<file path="src/rtl/fetch_queue.sv">
// fetch_queue: instruction prefetch queue between the synchronous program ROM and decode.
//
// Owns the fetch PC and issues at most one ROM read per cycle. Up to DEPTH returned
// {instr, addr} pairs are buffered and handed to decode over a valid/ready handshake.
// A redirect flushes buffered and in-flight words and restarts fetch at redirect_addr_i.
//
// Optional feature macro: FETCH_QUEUE_BYPASS_EN
//   defined   - when the buffer is empty, a returning ROM word is presented to decode
//               combinationally and, if accepted, never written into the buffer.
//   undefined - outputs always come from the registered buffer.
//
// Ports:
//   clk_i            clock, rising edge
//   rst_ni           asynchronous active-low reset
//   redirect_valid_i flush and restart fetch at redirect_addr_i this cycle
//   redirect_addr_i  new fetch address
//   rom_addr_o       combinational address to the synchronous ROM
//   rom_instr_i      ROM data for the address issued in the previous cycle
//   out_valid_o      out_instr_o/out_addr_o hold a valid word
//   out_ready_i      decode accepts the word
//   out_instr_o      instruction at the queue head
//   out_addr_o       address of out_instr_o
//   count_o          buffered entries, excluding the in-flight word
module fetch_queue #(
  parameter int unsigned       INSTR_W    = 18,
  parameter int unsigned       ADDR_W     = 10,
  parameter int unsigned       DEPTH      = 4,
  parameter logic [ADDR_W-1:0] RESET_ADDR = '0
) (
  input  logic                         clk_i,
  input  logic                         rst_ni,
  input  logic                         redirect_valid_i,
  input  logic [ADDR_W-1:0]            redirect_addr_i,
  output logic [ADDR_W-1:0]            rom_addr_o,
  input  logic [INSTR_W-1:0]           rom_instr_i,
  output logic                         out_valid_o,
  input  logic                         out_ready_i,
  output logic [INSTR_W-1:0]           out_instr_o,
  output logic [ADDR_W-1:0]            out_addr_o,
  output logic [$clog2(DEPTH+1)-1:0]   count_o
);

  localparam int unsigned PtrW = $clog2(DEPTH);
  localparam int unsigned CntW = $clog2(DEPTH+1);

  logic [ADDR_W-1:0]  fetch_pc_q, fetch_pc_d;
  logic               pending_q, pending_d;
  logic [ADDR_W-1:0]  pending_addr_q, pending_addr_d;
  logic [PtrW-1:0]    rd_ptr_q, rd_ptr_d;
  logic [PtrW-1:0]    wr_ptr_q, wr_ptr_d;
  logic [CntW-1:0]    count_q, count_d;
  logic [INSTR_W-1:0] instr_mem_q [DEPTH];
  logic [ADDR_W-1:0]  addr_mem_q  [DEPTH];

  logic               bypass_active;
  logic               buf_valid;
  logic               pop;
  logic               pop_buf;
  logic               push;
  logic               issue;
  logic [CntW:0]      occupancy;

`ifdef FETCH_QUEUE_BYPASS_EN
  assign bypass_active = (count_q == '0) & pending_q & ~redirect_valid_i;
`else
  assign bypass_active = 1'b0;
`endif

  assign buf_valid   = (count_q != '0) & ~redirect_valid_i;
  assign out_valid_o = buf_valid | bypass_active;
  assign out_instr_o = bypass_active ? rom_instr_i    : instr_mem_q[rd_ptr_q];
  assign out_addr_o  = bypass_active ? pending_addr_q : addr_mem_q[rd_ptr_q];
  assign count_o     = count_q;

  assign pop     = out_valid_o & out_ready_i & ~redirect_valid_i;
  // A bypassed word is popped straight off the ROM bus, so the buffer is untouched.
  assign pop_buf = pop & ~bypass_active;
  assign push    = pending_q & ~redirect_valid_i & ~(bypass_active & out_ready_i);

  // Entries that will be occupied once the in-flight word lands; never negative
  // because a pop needs either a buffered entry or a pending bypass word.
  assign occupancy = {1'b0, count_q} + (CntW+1)'(pending_q) - (CntW+1)'(pop);
  assign issue     = redirect_valid_i | (occupancy < (CntW+1)'(DEPTH));

  assign rom_addr_o = redirect_valid_i ? redirect_addr_i : fetch_pc_q;

  always_comb begin
    fetch_pc_d     = fetch_pc_q;
    pending_d      = 1'b0;
    pending_addr_d = pending_addr_q;
    rd_ptr_d       = rd_ptr_q;
    wr_ptr_d       = wr_ptr_q;
    count_d        = count_q;

    if (issue) begin
      fetch_pc_d     = rom_addr_o + ADDR_W'(1);
      pending_d      = 1'b1;
      pending_addr_d = rom_addr_o;
    end

    if (redirect_valid_i) begin
      rd_ptr_d = '0;
      wr_ptr_d = '0;
      count_d  = '0;
    end else begin
      if (push) begin
        wr_ptr_d = wr_ptr_q + PtrW'(1);
      end
      if (pop_buf) begin
        rd_ptr_d = rd_ptr_q + PtrW'(1);
      end
      count_d = count_q + CntW'(push) - CntW'(pop_buf);
    end
  end

  always_ff @(posedge clk_i or negedge rst_ni) begin
    if (!rst_ni) begin
      fetch_pc_q     <= RESET_ADDR;
      pending_q      <= 1'b0;
      pending_addr_q <= '0;
      rd_ptr_q       <= '0;
      wr_ptr_q       <= '0;
      count_q        <= '0;
    end else begin
      fetch_pc_q     <= fetch_pc_d;
      pending_q      <= pending_d;
      pending_addr_q <= pending_addr_d;
      rd_ptr_q       <= rd_ptr_d;
      wr_ptr_q       <= wr_ptr_d;
      count_q        <= count_d;
    end
  end

  // Storage is reset so the head reads as zero until the first word lands.
  always_ff @(posedge clk_i or negedge rst_ni) begin
    if (!rst_ni) begin
      for (int i = 0; i < int'(DEPTH); i++) begin
        instr_mem_q[i] <= '0;
        addr_mem_q[i]  <= '0;
      end
    end else if (push) begin
      instr_mem_q[wr_ptr_q] <= rom_instr_i;
      addr_mem_q[wr_ptr_q]  <= pending_addr_q;
    end
  end

endmodule
</file>
<file path="config.mk">
export PLATFORM = sky130hd
export DESIGN_NAME = fetch_queue
export DESIGN_NICKNAME = d
export VERILOG_FILES = /design/src/rtl/fetch_queue.sv
export SDC_FILE = /design/constraint.sdc
export NUM_CORES = 1
export LEC_CHECK = 0
export BUFFER_PORTS_ARGS = -buffer_cell sky130_fd_sc_hd__buf_2
export CORE_AREA = 2 2 152 154
export CTS_CLUSTER_DIAMETER = 150
export DETAILED_ROUTE_END_ITERATION = 7
export DIE_AREA = 0 0 154 156
export PLACE_DENSITY_LB_ADDON = 0.25
export SYNTH_ARGS = -nofsm -noshare
export SYNTH_HDL_FRONTEND = slang
export SYNTH_SLANG_ARGS = --single-unit
</file>
<file path="constraint.sdc">
create_clock -name clk_i -period 5.25 [get_ports clk_i]
set_clock_uncertainty 0.1 [all_clocks]
set_input_delay 0.2625 -clock clk_i [delete_from_list [all_inputs] [get_ports clk_i]]
set_output_delay 0.2625 -clock clk_i [all_outputs]
set_load 0.05 [all_outputs]
</file>
======== Yosys cells after proc, flatten, opt, wreduce, memory -nomap -nowiden ========
Index checks and enable logic that the tools add are counted.
storage, ports and cells
  bits in registers ....................... 140
  input bits .............................. 32
  output and inout bits ................... 42
  logic and storage cells ................. 56
operators by class
  add/subtract/negate cells ............... 7
  magnitude comparators ................... 4
  mux-type cells .......................... 19
  bitwise gates (word level) .............. 8
  reduce and logical (&&, ||, !) cells .... 4
operators with widths
  cell                   count
  $bwmux 72              1
  $mux 18                3
  $bwmux 40              1
  $mux 10                4
  $bmux 18 s2            1
  $demux 18 s2           1
  $bmux 10 s2            1
  $demux 10 s2           1
  $add 10x1->10 const B  1
  $mux 2                 4
  $ge 3x3->1 const B     2
  $not 2->3              2
  $add 2x1->2 const B    2
  $add 3x1->4            1
  $and 1x1->1            4
  $lt 4x3->1 const B     1
  $reduce_bool 2->1      2
  $sub 4x1->4            1
  $add 3x1->3            1
  $lt 3x1->1 const B     1
  $mux 3                 1
  $reduce_bool 3->1      1
  $sub 3x1->3            1
  $logic_and 1x1->1      1
  3 further kinds        3

======== Logic depth before layout (Yosys ltp) ========
Gate-level depths: netlist (run 1).
  word-level depth ........................ 8
  mapped depth ............................ 11
  gate-level depth less buffers ........... 9

======== Least setup slack after synthesis (run 1) ========
Ideal clock, no wire load.
  path kind ............................... flip-flop to flip-flop
  from .................................... register count_q[1] (netlist: count_o[1])
  to ...................................... register pending_addr_q[0]
  library setup time ...................... 0.125 ns
  data arrival time ....................... 2.694 ns
  data required time ...................... 5.025 ns
  slack ................................... 2.332 ns
  stages on the path, launching flop included .. 10
  buffers on the path ..................... 1
  clock period less this slack ............ 2.918 ns
  cell sequence ........................... dfrtp_1 > nor3_1 > nor3b_1 > nand2b_1 > ha_1 > nand2_1 > a32o_1 > nor3_4 > buf_6 > mux2_2
on the way
  word-level cells in the longest chain between the ends .. 7
  elaborated cells between the ends (all ways) .. 8
  those cells by class .................... 2 x add/sub; 1 x order compare; 4 x bitwise; 1 x reduce/logical
ends and longest elaborated chain
  element                   line  RTL
  start, declared           51    logic [CntW-1:0] count_q, count_d;
  start signal, assigned    130   count_q <= count_d;
  $reduce_bool 3->1         69    assign buf_valid = (count_q != '0) & ~redirect_valid_i;
  $and 1x1->1               69
  $and 1x1->1 (2 in a row)  75    assign pop = out_valid_o & out_ready_i & ~redirect_valid_i;
  $sub 4x1->4 (*)           82    assign occupancy = {1'b0, count_q} + (CntW+1)'(pending_q) - (CntW+1)'(pop);
  $lt 4x3->1 (*)            83    assign issue = redirect_valid_i | (occupancy < (CntW+1)'(DEPTH));
  $or 1x1->1 (*)            83
  end signal, assigned      127   pending_addr_q <= pending_addr_d;
  end, declared             48    logic [ADDR_W-1:0] pending_addr_q, pending_addr_d;
Every way passes the cells marked *; elsewhere a longest branch is shown, timed or not.
A chain may end at the register's enable or synchronous reset.

======== Worst setup path after layout (run 1) ========
  from .................................... register count_q[1] (netlist: count_o[1])
  to ...................................... register fetch_pc_q[3]
on the way
  word-level cells in the longest chain between the ends .. 7
  elaborated cells between the ends (all ways) .. 8
  those cells by class .................... 2 x add/sub; 1 x order compare; 4 x bitwise; 1 x reduce/logical
ends and longest elaborated chain
  element                   line  RTL
  $reduce_bool 3->1         69
  $and 1x1->1               69
  $and 1x1->1 (2 in a row)  75
  $sub 4x1->4 (*)           82
  $lt 4x3->1 (*)            83
  $or 1x1->1 (*)            83
  end signal, assigned      125   fetch_pc_q <= fetch_pc_d;
  end, declared             46    logic [ADDR_W-1:0] fetch_pc_q, fetch_pc_d;
Marks and branches as above.

==> results of run 1 <==
[state kept, by name (all words and copies together) (netlist names)]
register / flops
instr_mem_q: 72
addr_mem_q: 40
fetch_pc_q: 10
pending_addr_q: 10
count_o: 3
rd_ptr_q: 2
wr_ptr_q: 2
pending_q: 1
[per-layer routing]
layer / vias to the layer above / track usage [%] / wire length [um]
li1: 1799 / - / -
met1: 2090 / 16.8 / 6860
met2: 76 / 20.8 / 6760
met3: 16 / 3.36 / 551
met4: 0 / 4.32 / 179
met5: - / 0 / 0
[cells in the mapped netlist (all sizes together)]
library cell	n	area, um2
or3	2	12.5
nor4	1	6.26
nor3b	1	7.51
or2	1	6.26
fa	1	20.0
or4	3	22.5
a22o	1	8.76
dfrtp	140	3500
inv	10	37.5
a2bb2oi	1	8.76
buf	18	104
mux2	132	1490
clkbuf	5	18.8
or4b	1	10.0
and2b	1	7.51
nand4b	2	17.5
xor2	7	61.3
o31a	1	8.76
o211a	1	10.0
nor2b	3	21.3
xnor2	3	33.8
nand2b	3	18.8
o211ai	4	30.0
o2111ai	2	17.5
mux2i	5	62.6
nand3	6	30.0
o22ai	1	6.26
and2	2	12.5
mux4	28	631
nor2	14	52.6
ha	8	100
a32o	1	10.0
nor3	4	31.3
a22oi	1	12.5
nand2	23	86.3
o21ai	3	15.0
nand3b	4	30.0
a21o	1	7.51
nand4	3	18.8
[layout make-up]
| cell class | count | area (um2) |
|---|---|---|
| Clock buffer | 18 | 439 |
| Timing Repair Buffer | 81 | 434 |
| Clock inverter | 14 | 169 |
| Inverter | 10 | 37.5 |
| Sequential cell | 140 | 3500 |
| Multi-Input combinational cell | 275 | 2920 |
| Tap cell | 285 | 357 |
| Fill cell | 2125 | 14500 |
[worst max-delay path, stage by stage, from the launching register on]
cell and delay (ps):
sky130_fd_sc_hd__dfrtp_1 450, sky130_fd_sc_hd__nor3_1 100, sky130_fd_sc_hd__nor3b_1 420, sky130_fd_sc_hd__nand2b_1 170, sky130_fd_sc_hd__ha_1 320, sky130_fd_sc_hd__nand2_1 60
sky130_fd_sc_hd__a32o_1 360, sky130_fd_sc_hd__nor3_4 600, sky130_fd_sc_hd__mux2_2 410
[logic make-up after synthesis]
logic type	synth area share, %
flops	53.2
xor+xnor	1.44
buf+inv	2.43
simple gates	5.95
fa+ha+maj	1.82
mux	33.1
compound gates	2.05
[power groups by stage]
| stage | Clock (mW) | Sequential (mW) | Combinational [mW] |
|---|---|---|---|
| 6_report | 1.23 | 1.92 | 2.36 |
| 5_1_grt | 1.31 | 2.00 | 2.53 |
| 4_1_cts | 1.26 | 1.93 | 2.41 |
| 3_5_place_dp | 0 | 1.95 | 2.40 |
| 3_3_place_gp | 0 | 1.90 | 2.35 |
| 2_1_floorplan | 0 | 1.86 | 1.92 |
[path summary, 6_finish.rpt]
| kind | startpoint | to | cells after the start |
|---|---|---|---|
| min in group asynchronous | rst_ni | instr_mem_q[57] | 2 |
| hold / removal | rom_instr_i[2] | instr_mem_q[56] | 2 |
| setup / recovery | count_o[1] | fetch_pc_q[3] | 8 |
| hold reg to reg | instr_mem_q[27] | instr_mem_q[27] | 1 |
| max in group asynchronous | rst_ni | rd_ptr_q[0] | 3 |
| setup reg to reg | count_o[1] | fetch_pc_q[3] | 8 |
[metrics by stage]
step / instance area [um2] / cells / hold WS [ps]
6_report: 7860 / 823 / 19.2
5_1_grt: 7860 / 823 / 2.97
4_1_cts: 7860 / 823 / 3.78
3_5_place_dp: 7240 / 790 / 267
3_3_place_gp: 7240 / 790 / 248
2_1_floorplan: 6590 / 448 / -133
==> results.md, run 1 <==
- Setup repair after global routing missed its margin: no
- Proportion of total power due to net switching: 38.8%
- Clk pwr share: 22.3%
- Leakage Power: 3.39 nW
- DR vias: 3981
- HPWL Detailed: 9070 um
- Sequential cell fraction of total power: 34.9%
- Relative contribution of combinational cells to total power: 42.8%
- Crit start category: flop
- Finish-stage setup viols: 0
- Vias in the first global route: 4458
- Detailed-route DRC error count: 0
- Number of instances resized during post-cts repair: 0
- Count of mapped cells out of synthesis: 448
- Combined global-route utilization of all metal layers: 12.9%
- Routability-driven placement congestion ratio: 0.787
- Final core area utilization: 35.2%
- Sum of negative setup slack: 0 ps
- Register bit count reported by yosys: 140
- Proportion of layout cells with a drive suffix above 1: 51.9%
- Yosys cell types: 46
- Max-cap violations: 0
- Number of antenna-violating nets in the routed design: 0
- Setup crit end kind: flop
- Final Worst Setup Slack: 2130 ps
- Layout net count: 566
- Clk_lat worst skew: 420 ps
- Net count after synthesis: 489
- Run status: completed
- Highest ir drop seen on vdd: 0.346 mV
- Number of hold-slack violations in the final timing report: 0
- Initial antenna violation count: 0
- Power Total: 5.51 mW
- Clock buffer count from CTS: 17
- Clock Sinks: 140
- Final Slew Violations: 0
- Top-level I/O count: 74
- Slew @ Worst Pin: 778 ps
- Hold buffers post-CTS: 1
- Floorplan Core Area: 22400 um2
- # Post-CTS Setup Buffers: 0
- Initial cell density of the core: 29.4%
- WL/cell: 17.4 um
- Highest net fanout along the worst path: 15
- Detailed-route wire length: 14400 um
- Max Fclk: 0.320 GHz
- Worst R2R Setup Slack: 2130 ps
- Switching pwr: 2.14 mW
- Critical setup path kind: reg2reg
- Pre-CTS WS: 1950 ps
- TritonCTS clock tree: built
- Internal portion of total power: 3.37 mW
- Clk slew on worst S/H paths: 60 ps
- Commonest non-fill, non-tap cells in the layout: sky130_fd_sc_hd__dfrtp_1, sky130_fd_sc_hd__mux2_2, sky130_fd_sc_hd__buf_2, sky130_fd_sc_hd__mux4_2, sky130_fd_sc_hd__nand2_1
- Die outline height: 156 um
- Min-Delay Path Class: in2reg
- Max-slew headroom at the worst pin: 48.1%
- Yosys warning count: 0
- Mean instance size in the synthesized netlist: 14.7 um2
- WP data required: 5450 ps
- Maximum number of pins on one net before global-route repair: 85
- Post-synthesis sequential area ratio: 53.2%
- Clock Path Buffers: 2
- Data arrival time of the worst path: 3320 ps
- First drt pass iteration count: 4
- Floorplan die width: 154 um
- Die Outline Area: 24000 um2
- Count of standard-cell rows: 55
- Cell area after technology mapping: 6590 um2
- Syn-to-layout area delta: 19.4%
- Vias/cell: 4.84
- Port Buffer Count: 73
- Shortest period the worst path allows: 3120 ps
- H-tree lvl count: 4
- Power per unit of standard cell area: 701 nW/um2
- Initial DRC Count: 137
- Most common cell after layout, fill and taps aside: sky130_fd_sc_hd__dfrtp_1
- Remaining Overflow, GRT: 0
- Cell at the root of the clock tree: sky130_fd_sc_hd__clkbuf_16
- Share of the cycle needed by the critical path after routing: 59.4%
- Diodes inserted: 0
- Wire length of the first global-routing pass: 23800 um
(Power assumes the default switching activity.)
==> inputs of run 2 (changes only) <==
- clock period: 5.25 -> 2.8 ns (I/O delays scaled with it)
==> results.md, run 2 (same netlist as run 1, synthesis figures left out) <==
- Run status: completed (unchanged)
- First drt pass iteration count: 5 (was 4)
- Power Total: 10.2 mW (was 5.51 mW)
- Fill cell count: 2120 (was 2125)
- Commonest non-fill, non-tap cells in the layout: sky130_fd_sc_hd__dfrtp_1, sky130_fd_sc_hd__mux2_2, sky130_fd_sc_hd__buf_2, sky130_fd_sc_hd__mux4_2, sky130_fd_sc_hd__dlygate4sd3_1 (was sky130_fd_sc_hd__dfrtp_1, sky130_fd_sc_hd__mux2_2, sky130_fd_sc_hd__buf_2, sky130_fd_sc_hd__mux4_2, sky130_fd_sc_hd__nand2_1)
- Leading registers by flop count: instr_mem_q: 72 flops, addr_mem_q: 40 flops (unchanged)
- Diodes inserted: 0 (unchanged)
- Most flops, register: instr_mem_q (unchanged)
- Clock Sinks: 140 (unchanged)
- Port Buffer Count: 73 (unchanged)
- Crit-path slowest cell: sky130_fd_sc_hd__dfrtp_2 (was sky130_fd_sc_hd__nor3_4)
- Die outline height: 156 um (unchanged)
- Total number of cells along the worst setup path: 9 (was 8)
- Worst R2R Setup Slack: 270 ps (was 2130 ps)
- Clock Path Buffers: 2 (unchanged)
- Cells on worst reg2reg path: 9 (was 8)
- Category of cells accounting for the largest share of critical-path delay: simple AND/OR/NAND/NOR gates (unchanged)
- Routability-driven placement congestion ratio: 0.786 (was 0.787)
- H-tree lvl count: 4 (unchanged)
- Top-level I/O count: 74 (unchanged)
- Clk_lat worst skew: 410 ps (was 420 ps)
- Clk slew on worst S/H paths: 60 ps (about the same)
- Detailed-route DRC error count: 0 (unchanged)
- Most common cell after layout, fill and taps aside: sky130_fd_sc_hd__dfrtp_1 (unchanged)
- Die Outline Area: 24000 um2 (unchanged)
- DR vias: 4074 (was 3981)
- Launching point of the worst reg2reg path: count_o[1] (unchanged)
- Shortest period the worst path allows: 2530 ps (was 3120 ps)
- Wire length of the first global-routing pass: 23300 um (was 23800 um)
- Count of standard-cell rows: 55 (unchanged)
- Syn-to-layout area delta: 23.9% (was 19.4%)
- Highest ir drop seen on vdd: 0.442 mV (was 0.346 mV)
- Power per unit of standard cell area: 1250 nW/um2 (was 701 nW/um2)
- Initial antenna violation count: 0 (unchanged)
- Vias in the first global route: 4366 (was 4458)
- WP data required: 3000 ps (was 5450 ps)
- Crit start category: flop (unchanged)
- Initial DRC Count: 219 (was 137)
- Data arrival time of the worst path: 2720 ps (was 3320 ps)
- Setup repair after global routing missed its margin: no (unchanged)
- Share of the cycle needed by the critical path after routing: 90.2% (was 59.4%)
- Initial cell density of the core: 29.4% (unchanged)
- Highest net fanout along the worst path: 15 (unchanged)
- Layout net count: 599 (was 566)
- Min-Delay Path Class: in2reg (unchanged)
- Max Fclk: 0.396 GHz (was 0.320 GHz)
- Vias/cell: 4.76 (was 4.84)
- Leakage Power: 3.53 nW (was 3.39 nW)
- Max-slew headroom at the worst pin: 57.2% (was 48.1%)
- Slew @ Worst Pin: 642 ps (was 778 ps)
- HPWL Detailed: 9310 um (was 9070 um)
- Floorplan die width: 154 um (unchanged)
- Floorplan Core Area: 22400 um2 (unchanged)
- Flip-flop count of the largest register, all copies and words added: 72 (unchanged)
- Number of antenna-violating nets in the routed design: 0 (unchanged)
- Final Slew Violations: 0 (unchanged)
- Worst-path cell chain: nor3_1, nor3b_1, nand2b_1, ha_1, nand2_1, a32o_1, nor3_4, buf_4, mux2_2 (was nor3_1, nor3b_1, nand2b_1, ha_1, nand2_1, a32o_1, nor3_4, mux2_2)
- Startpoint of the worst setup timing path: count_o[1] (unchanged)
- Crit path capture: fetch_pc_q[4] (was fetch_pc_q[3])
- Proportion of layout cells with a drive suffix above 1: 51.1% (was 51.9%)
- WL/cell: 16.7 um (was 17.4 um)
- Maximum number of pins on one net before global-route repair: 67 (was 85)
- Sum of negative setup slack: 0 ps (unchanged)
- Detailed-route wire length: 14300 um (was 14400 um)
- Critical setup path kind: reg2reg (unchanged)
- Number of instances resized during post-cts repair: 0 (unchanged)
- Clock buffer count from CTS: 17 (unchanged)
- Remaining Overflow, GRT: 0 (unchanged)
- Number of hold-slack violations in the final timing report: 0 (unchanged)
- Maximum single-stage delay on the critical path: 410 ps (was 600 ps)
- Bufs and invs on worst path: 1 (was 0)
- TritonCTS clock tree: built (unchanged)
- Cell at the root of the clock tree: sky130_fd_sc_hd__clkbuf_16 (unchanged)
- Setup crit end kind: flop (unchanged)
- Combined global-route utilization of all metal layers: 12.5% (was 12.9%)
- Endpoint of the worst register-to-register path: fetch_pc_q[4] (was fetch_pc_q[3])
- Max-cap violations: 0 (unchanged)
- Finish-stage setup viols: 0 (unchanged)
## run 2: changes by cell type in the layout (fill, tap and decap cells not counted), moves of 3 or more
cell,change
sky130_fd_sc_hd__bufinv_16,-3
sky130_fd_sc_hd__buf_12,+4
sky130_fd_sc_hd__dlygate4sd3_1,+23
sky130_fd_sc_hd__dfrtp_2,+3
sky130_fd_sc_hd__buf_4,+6
sky130_fd_sc_hd__dfrtp_1,-3
## run 2: worst register-to-register path, stage by stage (launching register included)
cell                       delay (ps)
sky130_fd_sc_hd__dfrtp_2          410
sky130_fd_sc_hd__nor3_1            80
sky130_fd_sc_hd__nor3b_1          280
sky130_fd_sc_hd__nand2b_1         150
sky130_fd_sc_hd__ha_1             320
sky130_fd_sc_hd__nand2_1           60
sky130_fd_sc_hd__a32o_1           280
sky130_fd_sc_hd__nor3_4           120
sky130_fd_sc_hd__buf_4            240
sky130_fd_sc_hd__mux2_2           370
## run 2: area by class of cell
cell class | count | area, um2 | share of cell area, %
sequential | 140 | 3510 | 43.0
multi-input combinational | 275 | 2920 | 35.8
timing repair buffer | 114 | 790 | 9.68
clock buffer | 19 | 453 | 5.55
tap | 285 | 357 | 4.37
clock inverter | 13 | 92.6 | 1.13
inverter | 10 | 37.5 | 0.460
## run 2: what timing repair did
item                                   in CTS  in global routing
hold buffers                               24                  0
buffers inserted                            0                  1
setup endpoints to repair                   0                  1
endpoints found under the hold margin     140                  0
## run 2: worst min path at each step
| stage | from | end | slack (ps) | cells past startpoint |
|---|---|---|---|---|
| global route | redirect_addr_i[5] | fetch_pc_q[5] | 40 | 3 |
| finish | redirect_addr_i[5] | fetch_pc_q[5] | 40 | 3 |
| CTS | redirect_addr_i[5] | fetch_pc_q[5] | 30 | 3 |
| global placement | rst_ni | instr_mem_q[0] | 70 | 1 |
| floorplan | rst_ni | addr_mem_q[0] | -260 | 0 |
| detailed placement | rst_ni | instr_mem_q[18] | 80 | 1 |
## run 2: per-stage QoR
stage / hold slack [ps] / area, um2 / instances / setup WS, ps / util, %
2_1_floorplan: -256 / 6590 / 448 / 64.3 / -
3_3_place_gp: 68.0 / 7370 / 799 / 368 / 32.9
3_5_place_dp: 82.8 / 7370 / 799 / 248 / 32.9
4_1_cts: 25.6 / 8150 / 855 / 240 / 36.4
5_1_grt: 40.2 / 8160 / 856 / 88.4 / 36.5
6_report: 39.7 / 8160 / 856 / 274 / 36.5
## run 2: report_power, final
| part | leakage (nW) | switching, mW | total, mW | internal, mW |
|---|---|---|---|---|
| Clock | 0.258 | 0.865 | 2.04 | 1.18 |
| Combinational | 1.58 | 2.53 | 4.52 | 2.00 |
| Sequential | 1.68 | 0.622 | 3.65 | 3.02 |
## run 2: metal layers
layer | part of all wire [%] | GRT usage, % | vias up
met5 | 0 | 0 | -
met4 | 0.62 | 2.67 | 0
met3 | 4.8 | 3.86 | 6
met2 | 50 | 21.1 | 103
met1 | 45 | 15.9 | 2094
li1 | - | - | 1871
